--- config.mk ---
export PLATFORM = sky130hd
export DESIGN_NAME = game_loop_ctrl_flat
export DESIGN_NICKNAME = d
export VERILOG_FILES = /design/src/rtl/collision_pkg.sv /design/src/rtl/game_loop_pkg.sv /design/src/rtl/obstacle_pkg.sv /design/src/rtl/trex_pkg.sv /design/src/rtl/game_loop_if.sv /design/src/rtl/collision_matrix.sv /design/src/rtl/game_loop_ctrl.sv /design/src/flat_wrapper.sv
export SDC_FILE = /design/constraint.sdc
export NUM_CORES = 1
export LEC_CHECK = 0
export ABC_AREA = 1
export CORE_MARGIN = 5
export CORE_UTILIZATION = 61
export DETAILED_ROUTE_END_ITERATION = 7
export DONT_BUFFER_PORTS = 1
export MAX_ROUTING_LAYER = met4
export PLACE_DENSITY = 0.83
export SLEW_MARGIN = 20
export SYNTH_ARGS = -nofsm -noshare
export SYNTH_HDL_FRONTEND = slang
export SYNTH_SLANG_ARGS = --single-unit
--- constraint.sdc ---
create_clock -name clk -period 3.6 [get_ports clk]
set_input_delay 0.72 -clock clk [delete_from_list [all_inputs] [get_ports clk]]
set_output_delay 0.72 -clock clk [all_outputs]
set_load 0.05 [all_outputs]
--- src/rtl/collision_pkg.sv ---
// collision_pkg: collision box type and the pairwise overlap test.
package collision_pkg;
   typedef struct packed {
      logic [9:0] x;
      logic [9:0] y;
      logic [9:0] w;
      logic [9:0] h;
   } collision_box_t;
   // Sums are one bit wider so a box touching the far edge of the screen cannot wrap.
   function automatic logic box_compare(input collision_box_t a, input collision_box_t b);
      return ({1'b0, a.x} < {1'b0, b.x} + {1'b0, b.w}) && ({1'b0, b.x} < {1'b0, a.x} + {1'b0, a.w}) &&
             ({1'b0, a.y} < {1'b0, b.y} + {1'b0, b.h}) && ({1'b0, b.y} < {1'b0, a.y} + {1'b0, a.h});
   endfunction
endpackage

--- src/rtl/game_loop_pkg.sv ---
// game_loop_pkg: game state type and default loop constants.
package game_loop_pkg;
   typedef enum logic [2:0] {WAITING, RUNNING, PAUSED, CRASHED, RESTARTING} state_t;
   localparam int DEF_FPS         = 60;
   localparam int DEF_SPEED_W     = 15;
   localparam int DEF_START_SPEED = 6144;
   localparam int DEF_MAX_SPEED   = 13312;
   localparam int DEF_TIMER_W     = $clog2(DEF_FPS);
endpackage

--- src/rtl/obstacle_pkg.sv ---
// obstacle_pkg: obstacle sprite constants.
package obstacle_pkg;
   localparam int COLLISION_BOX_COUNT = 2;
endpackage

--- src/rtl/trex_pkg.sv ---
// trex_pkg: player sprite constants.
package trex_pkg;
   localparam int COLLISION_BOX_COUNT = 2;
endpackage

--- src/rtl/game_loop_if.sv ---
// game_loop_if: game loop bus; master drives frame sync, keys and boxes, slave returns game status.
interface game_loop_if import game_loop_pkg::*, collision_pkg::*; #(
   parameter int TREX_BOXES = trex_pkg::COLLISION_BOX_COUNT,
   parameter int OBS_BOXES  = obstacle_pkg::COLLISION_BOX_COUNT,
   parameter int TIMER_W    = DEF_TIMER_W,
   parameter int SPEED_W    = DEF_SPEED_W
);
   logic                 painter_finished;
   logic                 jump;
   logic                 pause;
   collision_box_t       trex_box [TREX_BOXES];
   collision_box_t       obstacle_box [OBS_BOXES];
   state_t               state;
   logic                 update;
   logic                 step;
   logic [TIMER_W-1:0]   timer;
   logic [SPEED_W-1:0]   speed;
   logic                 start;
   logic                 restart;
   logic                 has_obstacles;
   logic [2:0]           lives;
   logic                 invincible;
   modport master (output painter_finished, jump, pause, trex_box, obstacle_box,
                   input state, update, step, timer, speed, start, restart, has_obstacles, lives, invincible);
   modport slave  (input painter_finished, jump, pause, trex_box, obstacle_box,
                   output state, update, step, timer, speed, start, restart, has_obstacles, lives, invincible);
endinterface

--- src/rtl/collision_matrix.sv ---
// collision_matrix: registered OR of box_compare over every player/obstacle box pair.
//  clk, rst      clock, synchronous active-high reset
//  trex_box      player boxes
//  obstacle_box  obstacle boxes
//  hit_r         any pair overlapped on the previous cycle
module collision_matrix import collision_pkg::*; #(
   parameter int TREX_BOXES = trex_pkg::COLLISION_BOX_COUNT,
   parameter int OBS_BOXES  = obstacle_pkg::COLLISION_BOX_COUNT
) (
   input  logic           clk,
   input  logic           rst,
   input  collision_box_t trex_box [TREX_BOXES],
   input  collision_box_t obstacle_box [OBS_BOXES],
   output logic           hit_r
);
   logic hit_d, hit_q;
   always_comb begin
      hit_d = 1'b0;
      for (int i = 0; i < TREX_BOXES; i++)
         for (int j = 0; j < OBS_BOXES; j++)
            hit_d = hit_d | box_compare(trex_box[i], obstacle_box[j]);
   end
   always_ff @(posedge clk) hit_q <= rst ? 1'b0 : hit_d;
   assign hit_r = hit_q;
endmodule

--- src/rtl/game_loop_ctrl.sv ---
// game_loop_ctrl: runner game loop with frame tick, speed ramp, obstacle gating, lives and pause.
//  clk, rst  clock, synchronous active-high reset
//  bus       game_loop_if slave: painter_finished/jump/pause/boxes in; state, update, step, timer,
//            speed, start, restart, has_obstacles, lives, invincible out
module game_loop_ctrl import game_loop_pkg::*; #(
   parameter int FPS           = DEF_FPS,
   parameter int SPEED_W       = DEF_SPEED_W,
   parameter int START_SPEED   = DEF_START_SPEED,
   parameter int MAX_SPEED     = DEF_MAX_SPEED,
   parameter int ACCEL         = 1,
   parameter int CLEAR_FRAMES  = 180,
   parameter int LIVES         = 3,
   parameter int INVULN_FRAMES = 90,
   parameter int TREX_BOXES    = trex_pkg::COLLISION_BOX_COUNT,
   parameter int OBS_BOXES     = obstacle_pkg::COLLISION_BOX_COUNT
) (
   input logic       clk,
   input logic       rst,
   game_loop_if.slave bus
);
   localparam int TIMER_W = $clog2(FPS);
   localparam int CLEAR_W = $clog2(CLEAR_FRAMES + 2);
   localparam int INV_W   = $clog2(INVULN_FRAMES + 1);
   localparam logic [SPEED_W:0] MAX_L = (SPEED_W+1)'(MAX_SPEED);
   state_t             state_q, state_d;
   logic               pf_q, jump_q, pause_q;
   logic               update_q, update_d;
   logic [TIMER_W-1:0] timer_q, timer_d;
   logic [SPEED_W-1:0] speed_q, speed_d;
   logic               start_q, start_d;
   logic [CLEAR_W-1:0] clear_q, clear_d;
   logic [INV_W-1:0]   inv_q, inv_d;
   logic [2:0]         lives_q, lives_d;
   logic               hit_r, step, pause_rise, jump_rise, hit_take;
   logic [SPEED_W:0]   speed_sum;
   collision_matrix #(.TREX_BOXES(TREX_BOXES), .OBS_BOXES(OBS_BOXES)) u_matrix (
      .clk(clk), .rst(rst), .trex_box(bus.trex_box), .obstacle_box(bus.obstacle_box), .hit_r(hit_r)
   );
   always_comb begin
      step       = update_q && state_q == RUNNING;
      pause_rise = bus.pause & ~pause_q;
      jump_rise  = bus.jump & ~jump_q;
      hit_take   = step && hit_r && inv_q == '0;
      speed_sum  = {1'b0, speed_q} + (SPEED_W+1)'(ACCEL);
      update_d   = bus.painter_finished & ~pf_q;
      timer_d    = update_q ? (timer_q == TIMER_W'(FPS - 1) ? '0 : timer_q + TIMER_W'(1)) : timer_q;
      state_d    = state_q;
      speed_d    = speed_q;
      start_d    = start_q;
      clear_d    = clear_q;
      inv_d      = inv_q;
      lives_d    = lives_q;
      if (state_q == WAITING && update_q && bus.jump) begin
         state_d = RUNNING;
         speed_d = SPEED_W'(START_SPEED);
         start_d = 1'b1;
      end
      if (step) begin
         speed_d = speed_sum <= MAX_L ? speed_sum[SPEED_W-1:0] : speed_q;
         clear_d = clear_q <= CLEAR_W'(CLEAR_FRAMES) ? clear_q + CLEAR_W'(1) : clear_q;
         inv_d   = inv_q != '0 ? inv_q - INV_W'(1) : inv_q;
      end
      // A hit is resolved before a simultaneous pause edge; a final-life hit swallows the pause.
      if (hit_take) begin
         lives_d = lives_q - 3'd1;
         if (lives_q == 3'd1) state_d = CRASHED;
         else inv_d = INV_W'(INVULN_FRAMES);
      end
      if (state_q == RUNNING && state_d == RUNNING && pause_rise) state_d = PAUSED;
      if (state_q == PAUSED && pause_rise) state_d = RUNNING;
      if (state_q == CRASHED && jump_rise) state_d = RESTARTING;
      if (state_q == RESTARTING && !bus.jump) state_d = WAITING;
      // Clearing on entry means lives/speed already show restart values in the first RESTARTING cycle.
      if (state_d == RESTARTING) begin
         speed_d = '0;
         start_d = 1'b0;
         clear_d = '0;
         inv_d   = '0;
         lives_d = 3'(LIVES);
      end
   end
   always_ff @(posedge clk) begin
      if (rst) begin
         state_q  <= WAITING;
         pf_q     <= 1'b0;
         jump_q   <= 1'b0;
         pause_q  <= 1'b0;
         update_q <= 1'b0;
         timer_q  <= '0;
         speed_q  <= '0;
         start_q  <= 1'b0;
         clear_q  <= '0;
         inv_q    <= '0;
         lives_q  <= 3'(LIVES);
      end else begin
         state_q  <= state_d;
         pf_q     <= bus.painter_finished;
         jump_q   <= bus.jump;
         pause_q  <= bus.pause;
         update_q <= update_d;
         timer_q  <= timer_d;
         speed_q  <= speed_d;
         start_q  <= start_d;
         clear_q  <= clear_d;
         inv_q    <= inv_d;
         lives_q  <= lives_d;
      end
   end
   assign bus.state         = state_q;
   assign bus.update        = update_q;
   assign bus.step          = step;
   assign bus.timer         = timer_q;
   assign bus.speed         = speed_q;
   assign bus.start         = start_q;
   assign bus.restart       = state_d == RESTARTING;
   assign bus.has_obstacles = clear_q > CLEAR_W'(CLEAR_FRAMES);
   assign bus.lives         = lives_q;
   assign bus.invincible    = inv_q != '0;
endmodule
--- src/flat_wrapper.sv ---
// flat-port wrapper written by rule: the top's interface ports become plain ports
module game_loop_ctrl_flat import game_loop_pkg::*;
#(
   parameter int FPS           = DEF_FPS,
   parameter int SPEED_W       = DEF_SPEED_W,
   parameter int START_SPEED   = DEF_START_SPEED,
   parameter int MAX_SPEED     = DEF_MAX_SPEED,
   parameter int ACCEL         = 1,
   parameter int CLEAR_FRAMES  = 180,
   parameter int LIVES         = 3,
   parameter int INVULN_FRAMES = 90,
   parameter int TREX_BOXES    = trex_pkg::COLLISION_BOX_COUNT,
   parameter int OBS_BOXES     = obstacle_pkg::COLLISION_BOX_COUNT
)
  (clk, rst, bus_painter_finished, bus_jump, bus_pause, bus_trex_box, bus_obstacle_box, bus_state, bus_update, bus_step, bus_timer, bus_speed, bus_start, bus_restart, bus_has_obstacles, bus_lives, bus_invincible);
  game_loop_if #(.TREX_BOXES(TREX_BOXES), .OBS_BOXES(OBS_BOXES), .SPEED_W(SPEED_W)) bus_i ();
  input logic clk;
  input logic rst;
  input wire logic [$bits(bus_i.painter_finished)-1:0] bus_painter_finished;
  input wire logic [$bits(bus_i.jump)-1:0] bus_jump;
  input wire logic [$bits(bus_i.pause)-1:0] bus_pause;
  input wire logic [$bits(bus_i.trex_box)-1:0] bus_trex_box;
  input wire logic [$bits(bus_i.obstacle_box)-1:0] bus_obstacle_box;
  output wire logic [$bits(bus_i.state)-1:0] bus_state;
  output wire logic [$bits(bus_i.update)-1:0] bus_update;
  output wire logic [$bits(bus_i.step)-1:0] bus_step;
  output wire logic [$bits(bus_i.timer)-1:0] bus_timer;
  output wire logic [$bits(bus_i.speed)-1:0] bus_speed;
  output wire logic [$bits(bus_i.start)-1:0] bus_start;
  output wire logic [$bits(bus_i.restart)-1:0] bus_restart;
  output wire logic [$bits(bus_i.has_obstacles)-1:0] bus_has_obstacles;
  output wire logic [$bits(bus_i.lives)-1:0] bus_lives;
  output wire logic [$bits(bus_i.invincible)-1:0] bus_invincible;
  assign bus_i.painter_finished = bus_painter_finished;
  assign bus_i.jump = bus_jump;
  assign bus_i.pause = bus_pause;
  assign bus_i.trex_box = {>>{bus_trex_box}};
  assign bus_i.obstacle_box = {>>{bus_obstacle_box}};
  assign bus_state = bus_i.state;
  assign bus_update = bus_i.update;
  assign bus_step = bus_i.step;
  assign bus_timer = bus_i.timer;
  assign bus_speed = bus_i.speed;
  assign bus_start = bus_i.start;
  assign bus_restart = bus_i.restart;
  assign bus_has_obstacles = bus_i.has_obstacles;
  assign bus_lives = bus_i.lives;
  assign bus_invincible = bus_i.invincible;
  game_loop_ctrl #(.FPS(FPS), .SPEED_W(SPEED_W), .START_SPEED(START_SPEED), .MAX_SPEED(MAX_SPEED), .ACCEL(ACCEL), .CLEAR_FRAMES(CLEAR_FRAMES), .LIVES(LIVES), .INVULN_FRAMES(INVULN_FRAMES), .TREX_BOXES(TREX_BOXES), .OBS_BOXES(OBS_BOXES)) u_core (.clk(clk), .rst(rst), .bus(bus_i));
endmodule
==> flow_summary.json, run 1 <==
{
  "die_w_um": 132,
  "tns_ns": 0,
  "drive_above_1_share_pct": 4.55,
  "wl_met2_mm": 11.3,
  "clkTransAtPathRegs_ns": 0.07,
  "top_layer": "met4",
  "start_kind": "primary input",
  "grt_pass1_wl_mm": 39.0,
  "hp-start": "u_core.pf_q",
  "avgSynthCellArea_um2": 6.73,
  "rsz0062_at_grt": "no",
  "required_ns": 3.84,
  "skew_ns": 0.00644,
  "cts_buffers": 5,
  "drv_cap": 0,
  "max-slew-margin-rel_pct": 53.4,
  "drv_slew": 0,
  "wl_met1_mm": 10.5,
  "synth_edf_count": 0,
  "route.met3.wl_mm": 1.81,
  "drtIter0Drc": 546,
  "grt_max_degree": 25,
  "layout_min_cycle_time_ns": 3.30,
  "synth_top_area_share_pct": 29.6,
  "setup_viol": 0,
  "fmax_mhz": 303,
  "fin_crit_sh_pct": 91.6,
  "wl_per_cell_um": 15.8,
  "worstPathArrival_ns": 3.53,
  "cp-end-kind": "flip-flop",
  "fin_nets": 1748,
  "synth_area_mm2": 0.00902,
  "dr.pass1.iters": 6,
  "grt_pass1_vias": 8399,
  "worst_pin_slew_ns": 0.698,
  "rows": 44,
  "p_leak_nw": 5.04,
  "cts_max_path_buffers": 2,
  "ys_warn_count": 0,
  "status": "complete, no violations",
  "dpl-instance-area_mm2": 0.00936,
  "drtAntennaViolNets": 0,
  "vias_per_cell": 5.79,
  "place_hpwl_mm": 21.4,
  "antenna_cells": 0,
  "cts_sinks": 48,
  "die_y_um": 132,
  "area.growth.synth_to_final_pct": 5.77,
  "postSynthCellCount": 1340,
  "seq_area_frac_synth_pct": 10.7,
  "drc": 0,
  "die-area_mm2": 0.0173,
  "io_buffers": 0,
  "synth.area.top_cells": "ha_1, nand2_1, dfxtp_1, inv_1, a21oi_1",
  "antenna_found_initial": 0,
  "path_max_fanout": 2,
  "initial_core_util_pct": 62.0,
  "cts_root_buffer": "clkbuf_16",
  "insertion_delay_ns": 0.29,
  "overflow": 0,
  "globalRouteTotalUtil_pct": 27.3,
  "vdd_ir_drop_max_uv": 181,
  "synthDistinctLibCells": 51,
  "synthFlopType": "dfxtp_1",
  "synth_fp_nets": 1726,
  "async_flop_share_pct": 0,
  "hold_depth": 1,
  "power.density_mw_per_mm2": 283,
  "r2r_cells": 13,
  "critical_path.startpoint": "bus_trex_box[0]",
  "routed_wl_mm": 24.4,
  "post-cts-setup-buffers": 0,
  "critPathKind": "in2reg",
  "htree_levels": 2,
  "yosys.area.top_type": "ha_1",
  "hold_viol": 0,
  "whs_ns": 0.412,
  "gp_congestion": 1.01,
  "design_area_mm2": 0.00954,
  "synthTopCellsByCount": "nand2_1, ha_1, inv_1, a21oi_1, nand3_1",
  "coreArea_mm2": 0.0145,
  "pin_count": 198,
  "synth_seq_cells": 48,
  "regToRegStartpoint": "u_core.bus.state[2]",
  "hp-class": "reg2reg",
  "synth.most_common_cell": "nand2_1",
  "cts_tree": "done",
  "vias": 8952
}
==> final cells by class <==
| class | instances | area (um2) |
|---|---|---|
| multi-input cells | 1108 | 7340 |
| fillers | 1310 | 5000 |
| flip-flops and latches | 48 | 961 |
| inverters | 178 | 669 |
| well taps | 184 | 230 |
| repair buffers | 21 | 158 |
| clock buffers | 6 | 139 |
| clock inverters | 2 | 38.8 |
==> what timing repair did <==
action	4_1_cts	5_1_grt
setup endpoints to repair	0	1
hold buffers	0	0
gates resized for setup	0	1
==> metal layers <==
layer,global-route usage [%],vias up
li1,-,4600
met1,33.6,4012
met2,45.6,287
met3,5.31,53
met4,7.43,0
met5,-,-
==> cell usage in the layout, fill, tap and decap left out, types with 6 or more instances in the layout <==
master	instances
nand2_1	315
ha_1	213
inv_1	174
a21oi_1	114
nand3_1	107
nor2_1	91
xor2_1	48
dfxtp_1	48
o21ai_0	31
nand4_1	24
nor3_1	21
buf_4	21
xnor2_1	20
o21bai_1	16
a31oi_1	13
a21o_1	11
fa_1	8
nand2_2	6
o21ai_1	6
nand3b_1	6
==> cell families (layout without fill, tap and decap cells) <==
| logic type | Yosys count | after routing | share of synthesized area [%] |
|---|---|---|---|
| flip-flops | 48 | 48 | 10.7 |
| AO/OA/AOI/OAI | 221 | 221 | 14.4 |
| adder cells (fa/ha/maj) | 221 | 221 | 31.3 |
| AND/OR/NAND/NOR | 598 | 598 | 29.1 |
| buffers and inverters | 184 | 207 | 7.92 |
| XOR/XNOR | 68 | 68 | 6.61 |
==> sequential cells by signal, indices dropped and copies added, names as in the netlist <==
name                   flops
u_core.bus.timer           6
u_core.jump_q              1
u_core.bus.update          1
u_core.pf_q                1
u_core.bus.speed          15
u_core.clear_q             8
u_core.bus.start           1
u_core.pause_q             1
u_core.bus.state           3
u_core.bus.lives           3
u_core.u_matrix.hit_r      1
u_core.inv_q               7
==> per-stage QoR <==
step,utilization [%],cells,total power [mW],setup WS [ns]
after global routing,65.6,1547,2.97,0.00254
after floorplan,-,1340,1.80,0.178
after detailed placement,64.4,1539,2.12,-0.0311
after global placement,64.4,1539,2.07,0.00649
final,65.6,1547,2.70,0.302
after CTS,65.6,1547,2.70,0.243
==> report_power, final <==
| group | switching, mW | total (mW) | internal (mW) | leakage, nW |
|---|---|---|---|---|
| Sequential | 0.0325 | 0.579 | 0.546 | 0.389 |
| Combinational | 0.920 | 1.56 | 0.636 | 4.56 |
| Clock | 0.217 | 0.565 | 0.349 | 0.0871 |
==> worst max-delay path, stage by stage <==
cell and delay [ns]:
ha_1 0.14, inv_1 0.05, fa_1 0.40, o31ai_1 0.26
buf_4 0.15, a21oi_1 0.05, o21ai_1 0.20, nand2_1 0.07
a31oi_1 0.17, xor2_1 0.21, ha_1 0.27, a21oi_1 0.16
nand2_1 0.07, nand2_1 0.06, nand2_1 0.05, nand2_1 0.05
nand2_1 0.06, nor2_1 0.09, nand4_1 0.09, nand3_1 0.08
nor2_1 0.04, nor2_1 0.07
==> path summary, 6_finish.rpt <==
check                                              to  slack, ns
worst max-delay path            u_core.u_matrix.hit_r       0.30
worst min-delay path                u_core.bus.update       0.41
worst max register to register        u_core.inv_q[6]       0.85
worst min register to register      u_core.bus.update       0.41
Note: power is estimated with default switching activity, not from simulation.
==> run 2: changes to the inputs <==
- CORE_MARGIN: 5 -> 2
==> flow_summary.json, run 2 (synthesized netlist as in run 1, its figures left out) <==
{
  "whs_ns": 0.405,
  "drive_above_1_share_pct": 4.41,
  "design_area_mm2": 0.00954,
  "r2r_cells": 13,
  "drv_slew": 0,
  "multi_input_area_mm2": 0.00735,
  "path_max_fanout": 2,
  "cts_max_path_buffers": 2,
  "drtIter0Drc": 514,
  "pin_count": 198,
  "routed_wl_mm": 23.9,
  "start_kind": "primary input",
  "cpPeakStageDelay_ns": 0.41,
  "grt_max_degree": 25,
  "hp-class": "reg2reg",
  "antenna_found_initial": 0,
  "vias_per_cell": 5.75,
  "hold_viol": 0,
  "drc": 0,
  "dpl-instance-area_mm2": 0.00934,
  "mostFrequentLayoutCells": "nand2_1, ha_1, inv_1, a21oi_1, nand3_1",
  "globalRouteTotalUtil_pct": 30.5,
  "die_w_um": 126,
  "cp_slowest_cell": "fa_1",
  "nFillCells": 1339,
  "dr.pass1.iters": 5,
  "insertion_delay_ns": 0.28,
  "overflow": 0,
  "vdd_ir_drop_max_uv": 215,
  "coreArea_mm2": 0.0145,
  "cts_tree": "done",
  "fmax_mhz": 296,
  "worst_pin_slew_ns": 0.665,
  "initial_core_util_pct": 62.3,
  "setup_viol": 0,
  "cp-end-kind": "flip-flop",
  "vias": 8891,
  "status": "complete, no violations",
  "cts_root_buffer": "clkbuf_16",
  "p_int_mw": 1.58,
  "power_mw": 2.75,
  "clkTransAtPathRegs_ns": 0.07,
  "gp_congestion": 0.965,
  "grt_pass1_vias": 8524,
  "die_y_um": 126,
  "die-area_mm2": 0.0158,
  "drv_cap": 0,
  "ff_latch_area_um2": 961,
  "seqPwrFrac_pct": 21.2,
  "met2_usage_pct": 50.8,
  "comb_power_share_pct": 56.6,
  "p_leak_nw": 5.04,
  "cts_buffers": 5,
  "drtAntennaViolNets": 0,
  "rsz0062_at_grt": "no",
  "use_met3_pct": 6.63,
  "power.density_mw_per_mm2": 288,
  "fin_nets": 1745,
  "holdBufCountCts": 0,
  "hold_depth": 1,
  "crit_chain": "ha_1 -> inv_1 -> fa_1 -> o31ai_2 -> a21oi_1 -> o21ai_1 -> nand2_1 -> a31oi_1 -> xor2_1 -> ha_1 -> a21oi_1 -> nand2_1 -> nand2_1 -> nand2_1 -> nand2_1 -> nand2_1 -> nor2_1 -> nand4_1 -> nand3_1 -> nor2_1 -> nor2_1",
  "rows": 44,
  "htree_levels": 2,
  "layout_min_cycle_time_ns": 3.38,
  "place_hpwl_mm": 21.0,
  "max-slew-margin-rel_pct": 55.6,
  "switching_share_pct": 42.5,
  "fin_crit_sh_pct": 93.8,
  "cts_sinks": 48,
  "area.growth.synth_to_final_pct": 5.79,
  "largest_reg_flops": 15,
  "final_common_cell": "nand2_1",
  "p_clk_share_pct": 22.2,
  "wl_per_cell_um": 15.4,
  "power.switching_mw": 1.17,
  "required_ns": 3.83,
  "io_buffers": 0,
  "worstPathArrival_ns": 3.61,
  "skew_ns": 0.00482,
  "gr-usage-met1_pct": 37.6,
  "critPathKind": "in2reg",
  "cp_common_cell": "nand2_1",
  "tns_ns": 0,
  "top_usage_layer": "met2",
  "grt_pass1_wl_mm": 39.2
}
[run 2: critical path: cells and delay by family]
kind,cells,cell delay (ns)
buf+inv,1,0.05
simple gates,11,0.77
xor+xnor,1,0.23
fa+ha+maj,3,0.83
compound gates,5,1.01
[run 2: worst paths after layout]
kind,from,endpoint,slack (ns)
setup / recovery,bus_trex_box[0],u_core.u_matrix.hit_r,0.22
hold / removal,u_core.pf_q,u_core.bus.update,0.40
setup reg to reg,u_core.bus.state[1],u_core.inv_q[6],0.74
hold reg to reg,u_core.pf_q,u_core.bus.update,0.40
[run 2: cell type report]
type,count,area share (%)
Timing Repair Buffer,18,1.42
Tap cell,184,2.41
Sequential cell,48,10.1
Multi-Input combinational cell,1108,77.0
Antenna cell,1,0.0262
Clock buffer,5,1.31
Inverter,178,7.02
Clock inverter,3,0.722
[run 2: routing by layer]
layer,part of all wire [%],up-vias
met4,2.2,0
met1,43,3990
li1,-,4593
met3,8.4,40
met2,47,268
met5,0,-
[run 2: what timing repair did]
action | 4_1_cts | 5_1_grt
buffers inserted | 0 | 0
resized for setup | 0 | 2
setup endpoints to repair | 0 | 1
[run 2: power groups by stage]
| stage | registers (mW) | logic [mW] | clock network, mW |
|---|---|---|---|
| 5_1_grt | 0.585 | 1.81 | 0.638 |
| 6_report | 0.583 | 1.56 | 0.612 |
| 3_3_place_gp | 0.595 | 1.48 | 0 |
| 4_1_cts | 0.583 | 1.54 | 0.620 |
| 2_1_floorplan | 0.599 | 1.21 | 0 |
| 3_5_place_dp | 0.595 | 1.53 | 0 |
[run 2: through the flow]
stage / utilization (%) / cells / setup slack, ns
global route: 65.9 / 1544 / 0.00565
global placement: 64.5 / 1536 / -0.0378
CTS: 65.8 / 1544 / 0.154
finish: 65.9 / 1545 / 0.223
floorplan: - / 1340 / 0.178
detailed placement: 64.5 / 1536 / -0.103
